--- src/rtl/dmem_arbiter.sv ---
// Two-port (core / debug) arbiter in front of a single-port synchronous data memory.
// Optional debug starvation guard is compiled in with `define DMEM_ARB_STARVE_EN.
//
// state   | meaning
// IDLE    | no read outstanding
// RD_CPU  | core read issued last cycle, mem_rdata belongs to the core
// RD_DBG  | debug read issued last cycle, mem_rdata belongs to the debug port
module dmem_arbiter #(
    parameter int unsigned ADDR_W   = 6,
    parameter int unsigned DATA_W   = 32,
    parameter int unsigned MAX_WAIT = 4
) (
    input  logic              clk,
    input  logic              reset_n,
    input  logic              cpu_req,
    input  logic              cpu_write,
    input  logic [ADDR_W-1:0] cpu_addr,
    input  logic [DATA_W-1:0] cpu_wdata,
    output logic              cpu_gnt,
    output logic              cpu_rvalid,
    output logic [DATA_W-1:0] cpu_rdata,
    input  logic              dbg_req,
    input  logic              dbg_write,
    input  logic [ADDR_W-1:0] dbg_addr,
    input  logic [DATA_W-1:0] dbg_wdata,
    output logic              dbg_gnt,
    output logic              dbg_rvalid,
    output logic [DATA_W-1:0] dbg_rdata,
    output logic              mem_write,
    output logic [ADDR_W-1:0] mem_addr,
    output logic [DATA_W-1:0] mem_wdata,
    input  logic [DATA_W-1:0] mem_rdata
);

    generate
        if (MAX_WAIT < 1 || MAX_WAIT > 15) begin : g_bad_max_wait
            $error("dmem_arbiter: MAX_WAIT must be in 1..15");
        end
    endgenerate

    typedef enum logic [1:0] {
        IDLE   = 2'd0,
        RD_CPU = 2'd1,
        RD_DBG = 2'd2
    } state_t;

    state_t state, state_nxt;
    logic   force_dbg;

`ifdef DMEM_ARB_STARVE_EN
    localparam int unsigned CNT_W = 4;
    logic [CNT_W-1:0] wait_cnt, wait_cnt_nxt;

    assign force_dbg = dbg_req && (wait_cnt == CNT_W'(MAX_WAIT));

    always_comb begin
        wait_cnt_nxt = '0;
        if (dbg_req && !dbg_gnt) begin
            wait_cnt_nxt = (wait_cnt == CNT_W'(MAX_WAIT)) ? wait_cnt : wait_cnt + 1'b1;
        end
    end

    always_ff @(posedge clk or negedge reset_n) begin
        if (!reset_n) wait_cnt <= '0;
        else          wait_cnt <= wait_cnt_nxt;
    end
`else
    assign force_dbg = 1'b0;
`endif

    always_ff @(posedge clk or negedge reset_n) begin
        if (!reset_n) state <= IDLE;
        else          state <= state_nxt;
    end

    // Grants are gated by reset_n so every output reads zero while reset is held.
    always_comb begin
        cpu_gnt   = reset_n && cpu_req && !force_dbg;
        dbg_gnt   = reset_n && dbg_req && (force_dbg || !cpu_req);
        mem_write = 1'b0;
        mem_addr  = '0;
        mem_wdata = '0;
        state_nxt = IDLE;
        if (cpu_gnt) begin
            mem_write = cpu_write;
            mem_addr  = cpu_addr;
            mem_wdata = cpu_wdata;
            if (!cpu_write) state_nxt = RD_CPU;
        end else if (dbg_gnt) begin
            mem_write = dbg_write;
            mem_addr  = dbg_addr;
            mem_wdata = dbg_wdata;
            if (!dbg_write) state_nxt = RD_DBG;
        end
    end

    always_comb begin
        cpu_rvalid = (state == RD_CPU);
        dbg_rvalid = (state == RD_DBG);
        cpu_rdata  = cpu_rvalid ? mem_rdata : '0;
        dbg_rdata  = dbg_rvalid ? mem_rdata : '0;
    end

endmodule

--- config.mk ---
export PLATFORM = sky130hd
export DESIGN_NAME = dmem_arbiter
export DESIGN_NICKNAME = d
export VERILOG_FILES = /design/src/rtl/dmem_arbiter.sv
export SDC_FILE = /design/constraint.sdc
export NUM_CORES = 1
export LEC_CHECK = 0
export BUFFER_PORTS_ARGS = -buffer_cell sky130_fd_sc_hd__buf_2
export CORE_AREA = 4 4 84 86
export DETAILED_ROUTE_END_ITERATION = 12
export DIE_AREA = 0 0 88 90
export GPL_ROUTABILITY_DRIVEN = 0
export GPL_TIMING_DRIVEN = 0
export PLACE_DENSITY_LB_ADDON = 0.3
export SKIP_LAST_GASP = 1
export SLEW_MARGIN = 10
export SYNTH_ARGS = -nofsm -noshare
export SYNTH_HDL_FRONTEND = slang
export SYNTH_SLANG_ARGS = --single-unit
export TNS_END_PERCENT = 100
--- constraint.sdc ---
create_clock -name clk -period 1.44 [get_ports clk]
set_input_delay 0.288 -clock clk [delete_from_list [all_inputs] [get_ports clk]]
set_output_delay 0.288 -clock clk [all_outputs]
set_load 0.05 [all_outputs]
==> results list <==
* Run status: complete, but fails checks
* Failing checks: setup timing
- CTS max path bufs: 2
* Minimum clock period after layout: 1.59 ns
- The number of global-route vias before repair came to 2071.
- The detailed router finished its first iteration with 31 violations.
- The initial antenna violation count was 0.
- Final slew viol count: 0
* Drc violations: 0
- Count of inserted antenna diode cells: 0
* Aggregate global-route resource usage: 15.5%
- After synthesis the netlist holds a flip-flop and latch count of 2.
- Most common cell in the netlist: sky130_fd_sc_hd__and2_1
- Reported leakage power: 1.74 nW
- Cell type with the largest total area after synthesis: sky130_fd_sc_hd__and2_1
- Largest register by flop count: state
* Port Buffer Count: 219
- The hold violation count in the final report came to 0.
* Total gr overflow: 0
* Share of cells above drive strength 1: 89.5%
* Critical path launch point type: register
* Clock tree from TritonCTS: built
- Worst EP required: 1.15 ns
- Gate count of the mapped netlist: 132
- Together, buffers and inverters on the worst path number 2.
- The die covers 7920 µm².
- Number of max-cap violations: 0
* Floorplan row count: 29
* Clock-pin slew on the worst setup and hold paths: 0.03 ns
- Antenna Violating Nets Remaining: 0
- Counting stages on the worst path, the most repeated cell is sky130_fd_sc_hd__buf_6.
- Area of the mapped netlist: 1040 µm²
- The design draws 1.35 mW.
- Portion of synthesized cell area occupied by the leading cell type: 39.2%
* Relative slew margins: 73.0%
- The most used flip-flop cell after synthesis is sky130_fd_sc_hd__dfrtp_1.
- Entering global routing, the biggest net connects 11 pins.
- For this design the ratio of total power to cell area is 419 nW/µm².
- HPWL Detailed: 5050 µm
* Area inside the core boundary: 6280 µm²
- Derived from the worst setup path, the maximum achievable clock frequency is 0.628 GHz.
* Worst-path maximum fanout: 10
- Counting flops with a built-in enable in the synthesized netlist gives 0.
- Peak supply drop: 258 µV
- Critical path's slowest cell: sky130_fd_sc_hd__dfrtp_1
- By count the netlist is led by sky130_fd_sc_hd__and2_1 (65), sky130_fd_sc_hd__a32o_1 (29), sky130_fd_sc_hd__a32o_2 (10).
- For this run, asynchronously set or reset flops after synthesis account for 100%.
* Critical Path Sink Type: primary output
* Crit path kind: register to primary output
- Each instance of the synthesized netlist takes up on average 7.87 µm².
- TritonCTS created 3 clock buffers.
- Vias per std cell: 4.61
- In this run the clock root is driven by a sky130_fd_sc_hd__clkbuf_8.
* Count of vias placed by the detailed router: 2025
* YS warnings: 0
- Setup repair after global routing could not meet its margin everywhere.
- Number of endpoints failing setup at the final stage: 80
- Crit path setup slack, layout: -0.152 ns
* CP Cell Sequence: nor2b_4 -> buf_6 -> and2_2 -> buf_6
- Wire per inst: 15.1 µm
* Num ports: 221
- The number of nets handed over by synthesis was 246.
- Final period util: 111%
- In the post-synthesis netlist, the biggest area contributors are sky130_fd_sc_hd__and2_1 (39%), sky130_fd_sc_hd__a32o_1 (28%), sky130_fd_sc_hd__a32o_2 (11%), sky130_fd_sc_hd__buf_6 (6.5%), sky130_fd_sc_hd__dfrtp_1 (4.8%).
- The largest single stage delay on the critical path is 0.37 ns.
* Number of distinct library cell variants in the gate-level netlist after synthesis: 13
* Clk sink count: 2
* Number of detailed-routing iterations run before antenna repair: 4
* Total wire length after detailed routing: 6650 µm
* Number of levels the H-tree was split into: 1
- Number of nets in the final layout: 478
- At the pin with the least slew margin, the transition time is 0.405 ns.
- The initial utilization of the core area, before any placement, comes to 16.5%.
- For the worst setup path, the data arrival time is 1.30 ns.
- Max FFs per register: 2
- Area growth from synthesis to final layout: 209%
- Regs by FF count: state x2
* Height of the die: 90 µm
* Largest delay contributor family on the critical path: simple AND/OR/NAND/NOR gates
- The first global-routing pass estimated 10100 µm of wire.
* Utilization after layout: 51.1%
- In this run the worst hold path is classified as input port to register.
- Die width: 88 µm
- Sequential element share of the synthesized area: 4.82%
==> layout make-up <==
type | count | area, µm²
buffer | 18 | 179
fill | 560 | 3070
clock buffer | 3 | 41.3
multi-input combinational | 111 | 977
sequential | 2 | 50.0
tap | 77 | 96.3
timing repair buffer | 228 | 1870
==> kinds of logic (layout without fill, tap and decap cells) <==
| logic type | after synthesis | count (layout) | share of synthesized area (%) |
|---|---|---|---|
| AOI/OAI and AO/OA | 39 | 39 | 38.8 |
| buffers and inverters | 19 | 249 | 13.4 |
| DFF | 2 | 2 | 4.82 |
| and+or+nand+nor | 72 | 72 | 43.0 |
==> timing repair <==
item / in CTS / in global routing
hold endpoints to repair: 2 / 0
buffers inserted: 5 / 0
hold buffers: 1 / 0
gates resized for setup: 223 / 20
endpoints found under the setup margin: 105 / 104
cloned: 3 / 0
pin swaps: 14 / 0
==> through the flow <==
step	area, µm²	hold slack (ns)	setup WS, ns	setup TNS, ns	std cells
after detailed placement	2330	0.0987	-0.226	-15.97	428
after floorplan	1140	-0.00759	-0.0236	-0.0236	132
after global routing	3210	0.267	-0.229	-13.89	439
after global placement	2330	0.0945	-0.224	-15.11	428
final	3210	0.257	-0.152	-8.64	439
after CTS	3140	0.254	-0.155	-9.10	439
==> where the power goes <==
part | internal [mW] | switching (mW)
logic | 0.460 | 0.610
registers | 0.0585 | 0.00182
clock network | 0.176 | 0.0386
total | 0.695 | 0.651
==> cell usage in the layout (no fill, tap or decap), drive strengths merged <==
cell type and n:
nand2 1, dlygate4sd3 1, buf 242, nor2b 4, nor3 1, dfrtp 2, clkbuf 6, a32o 39
and2 65, nor2 1
==> routing by layer <==
metal | wire [µm] | up-vias | track usage [%]
met5 | 0 | - | 0
met4 | 46 | 0 | 2.81
met3 | 798 | 4 | 2.19
met2 | 3630 | 143 | 30.7
met1 | 2170 | 917 | 16.8
li1 | - | 961 | -
==> final timing paths <==
path,startpoint,to,slack [ns],depth (start not counted)
setup / recovery,state[0]$_DFF_PN0_,cpu_rdata[3],-0.15,4
hold / removal,cpu_write,state[0]$_DFF_PN0_,0.26,2
max in group asynchronous,reset_n,state[1]$_DFF_PN0_,0.82,3
min in group asynchronous,reset_n,state[0]$_DFF_PN0_,0.50,3
Power figures use the tool's default switching activity.
